## config.mk

```make
export PLATFORM = sky130hd
export DESIGN_NAME = k2_load
export DESIGN_NICKNAME = d
export VERILOG_FILES = /design/src/rtl/k2_load.sv
export SDC_FILE = /design/constraint.sdc
export NUM_CORES = 1
export LEC_CHECK = 0
export ABC_AREA = 1
export CORE_UTILIZATION = 57
export DETAILED_ROUTE_END_ITERATION = 12
export PLACE_DENSITY = 0.85
export SYNTH_ARGS = -nofsm -noshare
export SYNTH_HDL_FRONTEND = slang
export SYNTH_SLANG_ARGS = --single-unit
```

## constraint.sdc

```tcl
create_clock -name clk_in -period 6.1 [get_ports clk_in]
set_input_delay 0.61 -clock clk_in [delete_from_list [all_inputs] [get_ports clk_in]]
set_output_delay 0.61 -clock clk_in [all_outputs]
set_load 0.005 [all_outputs]
```

## src/rtl/k2_load.sv

```systemverilog
// k2_load: write-side loader for the layer-2 kernel lane memories.
// Takes a serial stream of signed weights and writes them, in the order
// kernel -> lane -> tap, into NUM_LANE per-lane memories at base(k) + tap.
module k2_load #(
    parameter int unsigned NUM_LANE = 18,
    parameter int unsigned NUM_TAP  = 25,
    parameter int unsigned MAX_KIND = 40,
    parameter int unsigned ADDR_W   = 10,
    parameter int unsigned DATA_W   = 16,
    parameter int unsigned KIND_W   = 6
) (
    input  logic                clk_in,
    input  logic                rst_n,     // active-high asynchronous reset
    input  logic                start,
    input  logic [KIND_W-1:0]   num_kind,
    input  logic                s_valid,
    input  logic [DATA_W-1:0]   s_data,
    output logic                s_ready,
    output logic [NUM_LANE-1:0] wr_en,
    output logic [ADDR_W-1:0]   wr_addr,
    output logic [DATA_W-1:0]   wr_data,
    output logic                busy,
    output logic                done,
    output logic                err
);

    localparam int unsigned TapW  = (NUM_TAP > 1) ? $clog2(NUM_TAP) : 1;
    localparam int unsigned LaneW = (NUM_LANE > 1) ? $clog2(NUM_LANE) : 1;

    typedef enum logic [1:0] {StIdle, StLoad, StFlush} state_e;

    state_e            state_q;
    logic [TapW-1:0]   tap_q;
    logic [LaneW-1:0]  lane_q;
    logic [KIND_W-1:0] kind_q;
    logic [KIND_W-1:0] num_kind_q;
    logic [ADDR_W-1:0] base_q;

    logic xfer;
    logic tap_last;
    logic lane_last;
    logic kind_last;

    // Handshake and counter wrap conditions
    assign xfer      = s_valid & s_ready;
    assign tap_last  = (tap_q == TapW'(NUM_TAP - 1));
    assign lane_last = (lane_q == LaneW'(NUM_LANE - 1));
    assign kind_last = (kind_q == num_kind_q - 1'b1);

    // Session FSM with registered handshake, write port and status outputs
    always_ff @(posedge clk_in or posedge rst_n) begin
        if (rst_n) begin
            state_q    <= StIdle;
            tap_q      <= '0;
            lane_q     <= '0;
            kind_q     <= '0;
            num_kind_q <= '0;
            base_q     <= '0;
            s_ready    <= 1'b0;
            wr_en      <= '0;
            wr_addr    <= '0;
            wr_data    <= '0;
            busy       <= 1'b0;
            done       <= 1'b0;
            err        <= 1'b0;
        end else begin
            // Pulses default low; wr_addr/wr_data hold between writes
            wr_en <= '0;
            done  <= 1'b0;
            err   <= 1'b0;
            case (state_q)
                StIdle: begin
                    if (start) begin
                        if (num_kind == '0) begin
                            done <= 1'b1;
                        end else if (num_kind > KIND_W'(MAX_KIND)) begin
                            err <= 1'b1;
                        end else begin
                            num_kind_q <= num_kind;
                            tap_q      <= '0;
                            lane_q     <= '0;
                            kind_q     <= '0;
                            base_q     <= '0;
                            s_ready    <= 1'b1;
                            busy       <= 1'b1;
                            state_q    <= StLoad;
                        end
                    end
                end
                StLoad: begin
                    if (xfer) begin
                        wr_en   <= NUM_LANE'(1) << lane_q;
                        wr_addr <= base_q + ADDR_W'(tap_q);
                        wr_data <= s_data;
                        if (tap_last) begin
                            tap_q <= '0;
                            if (lane_last) begin
                                lane_q <= '0;
                                kind_q <= kind_q + 1'b1;
                                // Running base avoids a k*NUM_TAP multiplier
                                base_q <= base_q + ADDR_W'(NUM_TAP);
                                if (kind_last) begin
                                    s_ready <= 1'b0;
                                    done    <= 1'b1;
                                    state_q <= StFlush;
                                end
                            end else begin
                                lane_q <= lane_q + 1'b1;
                            end
                        end else begin
                            tap_q <= tap_q + 1'b1;
                        end
                    end
                end
                StFlush: begin
                    busy    <= 1'b0;
                    state_q <= StIdle;
                end
                default: state_q <= StIdle;
            endcase
        end
    end

endmodule

```

Word level (Yosys, flattened, before mapping)
Index checks and enable logic that the tools add are counted.
{ "totals": {"regBits": 82, "out_inout_bits": 48} }
{ "op_classes": {"add_sub_neg": 6, "order_cmp": 1, "eq_ne": 12, "n_shift": 1, "n_mux": 54, "n_bitwise": 3, "reduce_logical": 12} }
{ "ops": {"columns": ["cell", "n"], "rows": [
  ["$mux W10", 6],
  ["$mux W5", 8],
  ["$mux W18", 2],
  ["$mux W6", 6],
  ["$pmux W10 S2", 1],
  ["$pmux W5 S2", 2],
  ["$shl A1 B5 Y18 const A", 1],
  ["$mux W1", 17],
  ["$mux W2", 7],
  ["$ne A2 B2 Y1 const B", 7],
  ["$reduce_and A7 Y1", 2],
  ["$pmux W6 S2", 1],
  ["$add A10 B5 Y10", 1],
  ["$add A10 B5 Y10 const B", 1],
  ["$add A5 B1 Y5 const B", 2],
  ["$eq A5 B5 Y1 const B", 2],
  ["$reduce_and A4 Y1", 2],
  ["$reduce_and A8 Y1", 1],
  ["$add A6 B1 Y6 const B", 1],
  ["$eq A6 B6 Y1", 1],
  ["$gt A6 B6 Y1 const B", 1],
  ["$logic_not A6 Y1", 1],
  ["$pmux W1 S2", 3],
  ["$reduce_and A6 Y1", 1],
  ["other kinds (10)", 12]
]} }

Longest topological paths before layout
Gate-level depths: netlist of run 1.
{ "depth": {"word_depth": 7, "ltp_mapped": 14, "depth_no_buf": 13} }

Least setup slack after synthesis of run 1
No wires, ideal clock.
{ "synth_timing": {"path_kind": "reg-to-reg", "from": "register lane_q[1]", "to": "register base_q[9]", "setup_ns": 0.118, "arrival_ns": 1.625, "t_required_ns": 5.982, "setup_slack_ns": 4.357, "stages_incl_launch_ff": 15, "synth_period_minus_slack_ns": 1.743, "path_cell_list": "dfrtp_1 -> inv_1 -> ha_1 -> inv_1 -> nor2_1 -> nand3_1 -> inv_1 -> nor2_4 -> inv_1 -> nand3_1 -> nor2_2 -> buf_6 -> inv_2 -> nand2_1 -> o21ai_2"} }
{ "synth_between": {"elab_chain_len": 3} }
{ "synth_lines": {"columns": ["element", "line", "text"], "rows": [
  ["from (decl)", "34", "logic [LaneW-1:0] lane_q;"],
  ["from (signal assigned)", "108", "lane_q <= lane_q + 1'b1;"],
  ["$eq A5 B5 Y1", "47", "assign lane_last = (lane_q == LaneW'(NUM_LANE - 1));"],
  ["$ne A2 B2 Y1 (no line)", null, null],
  ["$reduce_and A7 Y1 (no line)", null, null],
  ["to (signal assigned)", "101", "base_q <= base_q + ADDR_W'(NUM_TAP);"],
  ["to (decl)", "37", "logic [ADDR_W-1:0] base_q;"]
]} }
No other way between the ends.
A chain may end at the register's enable or synchronous reset.

Final worst setup path of run 1
{ "layout_timing": {"from": "register state_q[0]", "to": "register done"} }
{ "layout_between": {"elab_chain_len": 2} }
{ "layout_lines": {"columns": ["element", "line", "text"], "rows": [
  ["from (decl)", "32", "state_e state_q;"],
  ["from (signal assigned)", "53", "state_q <= StIdle;"],
  ["from (signal assigned)", "86", "state_q <= StLoad;"],
  ["from (signal assigned)", "105", "state_q <= StFlush;"],
  ["$eq A2 B1 Y1 or $logic_not A2 Y1 (tied branches)", "71", "case (state_q)"],
  ["$pmux W1 S2 *", "71", null],
  ["to (signal assigned)", "64", "done <= 1'b0;"],
  ["to (signal assigned)", "69", "done <= 1'b0;"],
  ["to (signal assigned)", "75", "done <= 1'b1;"],
  ["to (decl)", "23", "output logic done,"]
]} }
Mark *: on every way between the ends. The rest lies on a longest branch, timed or not.

==> run metrics, run 1 <==
minimum clock period 2756 ps; quantity of gates resized following cts 0; post-synthesis mux area share 0%; vias in the first global route 3,439; n_diodes 0; CTS Sinks 82; Core Area 6982 sq um; fmax 362.8 MHz; Root Driver clkbuf_8; sequential cell area 2052 sq um; Boundary Pins 74; Post-DP HPWL 6.462 mm; final setup fails 0; Final Cycle Share 45.18%; post-CTS setup buffer count 0; Flop pwr share 37.9%; adder-cell share of the synthesized area 5.229%; row count 30; post-synthesis register bit count 82; largest net degree at the start of global routing 83; Routed WL 9.116 mm; Placer Congestion 0.8178; hold_buf cts 0; xor/xnor cell area share of the yosys netlist 2.911%; first-pass GRT wire length 15.28 mm; CP required 6340 ps; post-synthesis instance total 520; gr usage total 25.75%; NetSw 0.9620 mW; WS Path Type reg2reg; Port Buf Inserts 73; total power 2.359 mW; DRT Pass-1 Iters 5; internal power 1.397 mW; Congestion Overflow GR 0; average size of a mapped cell 8.099 sq um; Die Wd 87.96 um; Leak 2.539 nW; Compound-Gate Fraction of Synth Area 6.090%; crit path launch type flip-flop; Clock Skews 11.31 ps; DR WL/cell 13.15 um; Synth warnings 0; Critical Path Max Stage Delay 640 ps; vias per cell 5.179; Layout Nets 635; Pins Over Slew Limit 0; Area Overhead vs Synth 23.05%; multi-input logic area 1815 sq um; Net Sw Frac 40.79%; CP Data Arrival Time 3000 ps; Distinct cells, synth 30; Worst-path clk slew 80 ps; post-detailed-route DRC marker count 0; largest family of logic cells by synthesized area simple AND/OR/NAND/NOR gates; slowest CP cell nor2_4; CP max FO 35; Seq/Total Area, Yosys 48.72%; total CTS buffers 9; Worst VDD drop 0.2744 mV; Clk network pwr share 17.3%; Syn Nets 563; status finished clean; antenna violations before repair 0; Slew HR 32.35%; Clock Latency Late Sink 340 ps; post-route ant nets 0; Least-Margin Pin Slew 1015 ps; Setup crit end kind flip-flop; Simple-Gate Fraction of Synth Area 28.88%; H-tree depth 3; combinational share of power 44.8%; die height 87.96 um; first-iteration detailed-routing DRC count 190; Initial Util 60.32%; total of max-cap violations 0; Filler cells 553; share of post-route cells with drive strength above 1 6.198%; CTS max path bufs 2; Hold Vio Cnt, Final 0; Die Area 7736 sq um; RSZ-0062 raised after global routing false; Syn Std Cell Area 4212 sq um; Cell Pwr Density 455.1 nW/um^2; Vias 3,589; Setup TNS 0 ps; CTS tree built; Most Frequent Cell on Critical Path inv_2; Hold WC Path Type reg2reg; worst path cell trace inv_2 -> nor2_4 -> inv_2 -> nor2_4 -> inv_2 -> nor2_1 -> nand2_1 -> o32ai_1
## layout by cell type, fill, tap and decap left out, types with 10 or more instances in the layout
cell / n
nand2_1: 153
dfrtp_1: 82
clkdlybuf4s50_1: 73
inv_1: 59
nor2_1: 56
nand3_1: 48
o21ai_0: 24
ha_1: 16
xor2_1: 13
clkbuf_8: 12
nor3_1: 10
## synthesized netlist by cell type
cell type    n  area share (%)
nand3_2      1            0.24
nand3_1     48             5.7
inv_1       60             5.3
nand2_1    153              14
buf_4        1            0.18
nor2_1      56             5.0
o21ai_0     24             2.9
inv_2        4            0.36
nor3_1      10             1.2
ha_1        16             4.8
a31o_2       1            0.21
fa_1         1            0.48
o21ai_2      4            0.83
nor3b_1      3            0.53
o32ai_1      1            0.21
xnor2_1      1            0.21
nor2_2       3            0.45
a21oi_2      1            0.21
buf_2        5            0.59
buf_6        6             1.6
nand3b_1     1            0.18
a31oi_1      4            0.59
nor2_4       4             1.1
nand2_2      2            0.30
clkbuf_1     1           0.089
dfrtp_1     82              49
nand4_1      4            0.59
xor2_1      13             2.7
a21oi_1      4            0.48
o21ai_1      6            0.71
## sequential cells by signal, indices dropped and copies added (netlist names)
name        flops
busy            1
num_kind_q      6
wr_data        16
kind_q          6
base_q         10
err             1
wr_en          18
wr_addr        10
lane_q          5
state_q         2
done            1
s_ready         1
tap_q           5
## power groups by stage
| stage | sequential, mW | combinational, mW | clock [mW] |
|---|---|---|---|
| after floorplan | 0.875 | 0.709 | 0 |
| after global placement | 0.892 | 0.998 | 0 |
| after detailed placement | 0.899 | 1.05 | 0 |
| after CTS | 0.892 | 1.06 | 0.416 |
| after global routing | 0.917 | 1.21 | 0.440 |
| final | 0.893 | 1.06 | 0.408 |
## layer usage
| metal | vias to the layer above | wire (um) | GRT usage [%] |
|---|---|---|---|
| li1 | 1783 | - | - |
| met1 | 1683 | 3972 | 32.44 |
| met2 | 110 | 4475 | 44.12 |
| met3 | 13 | 516 | 4.241 |
| met4 | 0 | 151 | 10.88 |
| met5 | - | 0 | 0 |
## stage by stage
step,worst slack [ps],hold slack [ps],cell area [sq um],util (%),std cells
after CTS,3370,478.8,5182,74.23,693
after detailed placement,3309,458.8,4967,71.15,677
final,3344,476.2,5182,74.23,693
after global placement,3383,453.7,4967,71.15,677
after global routing,3091,499.9,5182,74.23,693
after floorplan,3382,463.3,4212,-,520
## critical path, delay by kind of cell, from the launching register on
family,cells,cell delay (ps)
AOI/OAI and AO/OA,1,120
buffers and inverters,3,750
DFF,1,500
and+or+nand+nor,4,1260
## path summary, 6_finish.rpt
check / startpoint / to / slack [ps] / cells past startpoint
max in group asynchronous: rst_n / wr_data[0]$_DFFE_PP0P_ / 4540 / 3
worst max-delay path: state_q[0]$_DFFE_PP0P_ / done$_DFF_PP0_ / 3340 / 8
worst max register to register: state_q[0]$_DFFE_PP0P_ / done$_DFF_PP0_ / 3340 / 8
worst min register to register: wr_data[11]$_DFFE_PP0P_ / wr_data[11]$_DFFE_PP0P_ / 480 / 2
min in group asynchronous: rst_n / wr_en[9]$_DFF_PP0_ / 910 / 3
worst min-delay path: wr_data[11]$_DFFE_PP0P_ / wr_data[11]$_DFFE_PP0P_ / 480 / 2
## cell families (layout without fill, tap and decap cells)
logic type	Yosys count	count (layout)
adders and majority gates	17	17
xor gates and xnor gates	14	14
AOI/OAI and AO/OA	45	45
and+or+nand+nor	285	285
buffers and inverters	77	154
DFF	82	82
## cell type report
class / count / area share (%)
Sequential cell: 82 / 39.59
Clock buffer: 13 / 3.259
Tap cell: 96 / 2.318
Clock inverter: 3 / 0.8933
Multi-Input combinational cell: 361 / 35.03
Inverter: 64 / 4.660
Timing Repair Buffer: 74 / 14.24
No activity file was read; power rests on OpenSTA's default activity.
==> run 2, diff against run 1 <==
--- a/config.mk
+++ b/config.mk
@@ -6,9 +6,9 @@
 export NUM_CORES = 1
 export LEC_CHECK = 0
 export ABC_AREA = 1
-export CORE_UTILIZATION = 57
+export CORE_UTILIZATION = 48
 export DETAILED_ROUTE_END_ITERATION = 12
-export PLACE_DENSITY = 0.85
+export PLACE_DENSITY = 0.77
 export SYNTH_ARGS = -nofsm -noshare
 export SYNTH_HDL_FRONTEND = slang
 export SYNTH_SLANG_ARGS = --single-unit
==> constraint.sdc (replaced) <==
create_clock -name clk_in -period 2.3 [get_ports clk_in]
set_input_delay 0.23 -clock clk_in [delete_from_list [all_inputs] [get_ports clk_in]]
set_output_delay 0.23 -clock clk_in [all_outputs]
set_load 0.005 [all_outputs]
==> run 2 against run 1 <==
Compared with the run above: via count shrank 1.5%; register-to-register slack lost 3100 ps; count of clock-buffer cells in the layout shrank 4; clock power grew to 2.5 times the previous value; cell count grew 2.2%; combinational power grew to 2.7 times the previous value; wire length shrank 5.0%; global-route usage shrank 5.4 points; first-iteration DRC count grew 0.53%; highest routed layer unchanged.
==> run metrics, run 2 (same netlist as run 1, synthesis figures left out) <==
total power 6.226 mW (was 2.359 mW); Largest Register wr_en (unchanged); CP required 2550 ps (was 6340 ps); slowest CP cell dfrtp_1 (was nor2_4); hold_buf cts 0 (unchanged); fmax 485.9 MHz (was 362.8 MHz); Setup TNS 0 ps (unchanged); Hold Vio Cnt, Final 0 (unchanged); Die Area 9153 sq um (was 7736 sq um); antenna violations before repair 0 (unchanged); Hold WC Path Type in2async (was reg2reg); Clock Skews 9.541 ps (was 11.31 ps); RSZ-0062 raised after global routing false (unchanged); WS Path Type reg2reg (unchanged); Post-DP HPWL 6.421 mm (was 6.462 mm); Congestion Overflow GR 0 (unchanged); die height 95.67 um (was 87.96 um); largest net degree at the start of global routing 83 (unchanged); post-detailed-route DRC marker count 0 (unchanged); DR WL/cell 12.24 um (was 13.15 um); Slew HR 70.84% (was 32.35%); delay-heaviest family, CP buffers and inverters (was simple AND/OR/NAND/NOR gates); Vias 3,535 (was 3,589); Initial Util 50.50% (was 60.32%); vias per cell 4.993 (was 5.179); Clock Latency Late Sink 360 ps (was 340 ps); Placer Congestion 0.8464 (was 0.8178); final setup fails 0 (unchanged); total of max-cap violations 0 (unchanged); row count 33 (was 30); Boundary Pins 74 (unchanged); Leak 2.564 nW (was 2.539 nW); Cell Pwr Density 1188 nW/um^2 (was 455.1 nW/um^2); Routed WL 8.664 mm (was 9.116 mm); Worst Path Buf+Inv 6 (was 3); Worst-path clk slew 90 ps (was 80 ps); Port Buf Inserts 73 (unchanged); Least-Margin Pin Slew 434.0 ps (was 1015 ps); share of post-route cells with drive strength above 1 7.297% (was 6.198%); Root Driver clkbuf_8 (unchanged); status finished clean (unchanged); n_diodes 0 (unchanged); Critical Path Max Stage Delay 420 ps (was 640 ps); Setup crit end kind flip-flop (unchanged); CP max FO 30 (was 35); Die Wd 95.67 um (was 87.96 um); vias in the first global route 3,203 (was 3,439); CTS Sinks 82 (unchanged); total CTS buffers 9 (unchanged); most frequent cells in the layout nand2_1 (153), dfrtp_1 (82), clkdlybuf4s50_1 (73) (unchanged); Most Frequent Cell on Critical Path inv_1 (was inv_2); Layout Nets 641 (was 635); Pins Over Slew Limit 0 (unchanged); biggest regs wr_en: 18 flops, wr_data: 16 flops (unchanged); quantity of gates resized following cts 0 (unchanged); commonest non-fill, non-tap cell in the layout nand2_1 (unchanged); gr usage total 20.39% (was 25.75%); post-route ant nets 0 (unchanged); number of flip-flops in the largest register 18 (unchanged); Area Overhead vs Synth 24.42% (was 23.05%); CTS tree built (unchanged); Final Cycle Share 89.49% (was 45.18%); DRT Pass-1 Iters 5 (unchanged); first-pass GRT wire length 14.38 mm (was 15.28 mm); crit path launch type flip-flop (unchanged); worst path cell trace inv_1 -> ha_1 -> inv_1 -> nor2_1 -> nand3_1 -> inv_1 -> nor2_4 -> inv_1 -> nand3_1 -> nor2_2 -> buf_4 -> inv_2 -> nand2_1 -> o21ai_2 (was inv_2 -> nor2_4 -> inv_2 -> nor2_4 -> inv_2 -> nor2_1 -> nand2_1 -> o32ai_1); CP Data Arrival Time 2310 ps (was 3000 ps); minimum clock period 2058 ps (was 2756 ps); Worst VDD drop 0.5751 mV (was 0.2744 mV); CTS max path bufs 2 (unchanged); H-tree depth 3 (unchanged); first-iteration detailed-routing DRC count 191 (was 190); Core Area 8341 sq um (was 6982 sq um); post-CTS setup buffer count 0 (unchanged)
-- run 2: tightest hold or removal path, stage by stage --
cell and delay [ps]:
clkdlybuf4s50_1 440, clkinvlp_4 100, buf_12 340
-- run 2: area by class of cell --
class	instances	area, sq um
fillers	702	3100
clock buffers	9	123.9
repair buffers	80	795.8
multi-input cells	361	1815
flip-flops and latches	82	2052
inverters	64	244.0
clock inverters	7	77.57
well taps	105	131.4
-- run 2: worst paths after layout --
| check | slack, ps | endpoint | cells after the start | from |
|---|---|---|---|---|
| max in group asynchronous | 1640 | tap_q[1]$_DFFE_PP0P_ | 3 | rst_n |
| min in group clk_in | 410 | wr_data[0]$_DFFE_PP0P_ | 3 | s_data[0] |
| worst max-delay path | 240 | base_q[9]$_DFFE_PP0P_ | 14 | lane_q[1]$_DFFE_PP0P_ |
| worst min-delay path | 330 | wr_en[13]$_DFF_PP0_ | 3 | rst_n |
| worst max register to register | 240 | base_q[9]$_DFFE_PP0P_ | 14 | lane_q[1]$_DFFE_PP0P_ |
| worst min register to register | 470 | wr_data[6]$_DFFE_PP0P_ | 2 | wr_data[6]$_DFFE_PP0P_ |
-- run 2: layer usage --
metal	global-route usage, %	vias to the layer above	share of wire (%)
li1	-	1789	-
met1	27.55	1639	46
met2	33.21	97	47
met3	4.147	10	5.6
met4	5.970	0	1.0
met5	0	-	0
-- run 2: where the power goes --
part	total, mW	switching (mW)	internal (mW)
Combinational	2.82	1.59	1.23
Sequential	2.36	0.425	1.93
Clock	1.04	0.536	0.508
Total	6.23	2.56	3.67
-- run 2: through the flow --
stage	hold WS (ps)	utilization [%]	setup WS [ps]	area [sq um]	cells
after floorplan	346.6	-	556.8	4215	520
after global placement	453.4	60.41	389.6	5039	692
after detailed placement	463.0	60.41	258.7	5039	692
after CTS	352.1	62.83	241.7	5240	708
after global routing	371.5	62.83	26.67	5240	708
final	328.2	62.83	241.8	5240	708
==> run 3, diff against run 2 <==
--- a/config.mk
+++ b/config.mk
@@ -6,9 +6,9 @@
 export NUM_CORES = 1
 export LEC_CHECK = 0
 export ABC_AREA = 1
-export CORE_UTILIZATION = 48
+export CORE_UTILIZATION = 40
 export DETAILED_ROUTE_END_ITERATION = 12
-export PLACE_DENSITY = 0.77
+export PLACE_DENSITY = 0.66
 export SYNTH_ARGS = -nofsm -noshare
 export SYNTH_HDL_FRONTEND = slang
 export SYNTH_SLANG_ARGS = --single-unit
==> run 3 against run 2 <==
Compared with the run above: register-to-register slack better by 80 ps; combinational power is essentially flat; non-clock buffer count decreased by 1; final area increased by 0.86%; highest routed layer unchanged; power shrank 0.36%; clock skew grew 6.3 ps; core utilization is 11 points lower.
==> run metrics, run 3 (same netlist as run 1, synthesis figures left out) <==
status finished clean (unchanged); Boundary Pins 74 (unchanged); fmax 505.8 MHz (was 485.9 MHz); Vias 3,518 (was 3,535); hold_ws 344.3 ps (was 328.2 ps); Cell Pwr Density 1174 nW/um^2 (was 1188 nW/um^2); RSZ-0062 raised after global routing false (unchanged); reg-to-reg slack, setup 320 ps (was 240 ps); post-route ant nets 0 (unchanged); Hold Vio Cnt, Final 0 (unchanged); biggest regs wr_en: 18 flops, wr_data: 16 flops (unchanged); most frequent cells in the layout nand2_1 (153), dfrtp_1 (82), clkdlybuf4s50_1 (73) (unchanged); internal power 3.593 mW (was 3.671 mW); Worst-path clk slew 100 ps (was 90 ps); antenna violations before repair 0 (unchanged); Area Overhead vs Synth 25.49% (was 24.42%); Clk network pwr share 16.3% (was 16.8%); Pins Over Slew Limit 0 (unchanged); Routed WL 8.823 mm (was 8.664 mm); quantity of gates resized following cts 0 (unchanged); Final Cycle Share 85.97% (was 89.49%); CTS tree built (unchanged); CP required 2550 ps (about the same); Clock Latency Late Sink 360 ps (about the same); vias in the first global route 3,356 (was 3,203); Net Sw Frac 42.08% (was 41.05%); Placer Congestion 0.8369 (was 0.8464); Least-Margin Pin Slew 438.3 ps (was 434.0 ps); Port Buf Inserts 73 (unchanged); Congestion Overflow GR 0 (unchanged); n_diodes 0 (unchanged); commonest non-fill, non-tap cell in the layout nand2_1 (unchanged); CP max FO 30 (unchanged); Clock Skews 15.86 ps (was 9.541 ps); Hold WC Path Type in2async (unchanged); Filler cells 982 (was 702); total CTS buffers 9 (unchanged); Core Area 10,280 sq um (was 8341 sq um); vias per cell 4.767 (was 4.993); CP Data Arrival Time 2220 ps (was 2310 ps); number of flip-flops in the largest register 18 (unchanged); worst reg2reg path startpoint lane_q[1]$_DFFE_PP0P_ (unchanged); Die Area 10,940 sq um (was 9153 sq um); Initial Util 40.98% (was 50.50%); minimum clock period 1977 ps (was 2058 ps); # placed instances 722 (was 692); Layout Nets 640 (was 641); Setup TNS 0 ps (unchanged); H-tree depth 3 (unchanged); Post-DP HPWL 6.363 mm (was 6.421 mm); Slew HR 70.55% (was 70.84%); Root Driver clkbuf_8 (unchanged); Flop pwr share 38.3% (was 37.9%); Worst VDD drop 0.5032 mV (was 0.5751 mV); hold_buf cts 0 (unchanged); combinational share of power 45.4% (was 45.3%); crit path launch type flip-flop (unchanged); die height 104.6 um (was 95.67 um); WS Path Type reg2reg (unchanged); final setup fails 0 (unchanged); DRT Pass-1 Iters 4 (was 5); Setup crit end kind flip-flop (unchanged); Non-Filler Instances 738 (was 708); share of post-route cells with drive strength above 1 7.143% (was 7.297%); Largest Register wr_en (unchanged); NetSw 2.611 mW (was 2.556 mW); row count 37 (was 33); Die Wd 104.6 um (was 95.67 um); first-iteration detailed-routing DRC count 246 (was 191); CTS Sinks 82 (unchanged); reg2reg end base_q[9]$_DFFE_PP0P_ (unchanged); total of max-cap violations 0 (unchanged); post-CTS setup buffer count 0 (unchanged); DR WL/cell 11.96 um (was 12.24 um); R2R depth 14 (unchanged); Leak 2.557 nW (was 2.564 nW); largest net degree at the start of global routing 83 (unchanged); gr usage total 17.16% (was 20.39%); CTS max path bufs 2 (unchanged); first-pass GRT wire length 15.29 mm (was 14.38 mm); post-detailed-route DRC marker count 0 (unchanged)
-- run 3: changes by cell type in the layout (fill, tap and decap cells not counted), sizes merged --
cell,change
buf,-1
inv,+4
clkinvlp,+1
bufinv,-1
clkinv,-4
-- run 3: routing by layer --
layer / up-vias / wire [um] / GRT usage [%]
met5: - / 0 / 0
met4: 0 / 91 / 5.533
met3: 9 / 420 / 3.556
met2: 94 / 4075 / 28.10
met1: 1627 / 4236 / 22.76
li1: 1788 / - / -
-- run 3: cell type report --
| cell class | instances | area [sq um] | area share [%] |
|---|---|---|---|
| clock buffers | 9 | 123.9 | 2.344 |
| flip-flops and latches | 82 | 2052 | 38.83 |
| multi-input cells | 361 | 1815 | 34.35 |
| repair buffers | 79 | 813.3 | 15.39 |
| inverters | 64 | 244.0 | 4.616 |
| clock inverters | 7 | 66.31 | 1.255 |
| well taps | 136 | 170.2 | 3.220 |
-- run 3: how the worst max path moves through the flow --
stage,from,end
after floorplan,lane_q[1]$_DFFE_PP0P_,base_q[9]$_DFFE_PP0P_
after global placement,num_kind[0],base_q[9]$_DFFE_PP0P_
after detailed placement,lane_q[1]$_DFFE_PP0P_,base_q[9]$_DFFE_PP0P_
after CTS,lane_q[1]$_DFFE_PP0P_,base_q[9]$_DFFE_PP0P_
after global routing,lane_q[1]$_DFFE_PP0P_,s_ready$_DFFE_PP0P_
final,lane_q[1]$_DFFE_PP0P_,base_q[9]$_DFFE_PP0P_
-- run 3: metrics by stage --
stage                     instance area, sq um  util, %  worst slack (ps)  power, mW
after floorplan                           4215        -             556.8      4.202
after global placement                    5095    49.57             428.8      5.146
after detailed placement                  5095    49.57             355.2      5.226
after CTS                                 5285    51.42             320.8      6.255
after global routing                      5285    51.42             104.1      6.773
final                                     5285    51.42             322.8      6.204
-- run 3: power groups by stage --
stage	combinational, mW	sequential (mW)	clock (mW)
floorplan	1.88	2.32	0
global placement	2.78	2.37	0
detailed placement	2.83	2.40	0
CTS	2.85	2.37	1.04
global route	3.23	2.45	1.10
finish	2.82	2.37	1.01
-- run 3: worst max-delay path: stages, from the launching register on --
cell     delay, ps
dfrtp_1        420
inv_1          110
ha_1           190
inv_1           50
nor2_1         120
nand3_1        110
inv_1          130
nor2_4          50
inv_1           90
nand3_1         90
nor2_2         130
buf_12         180
inv_2           60
nand2_1         60
o21ai_2         50
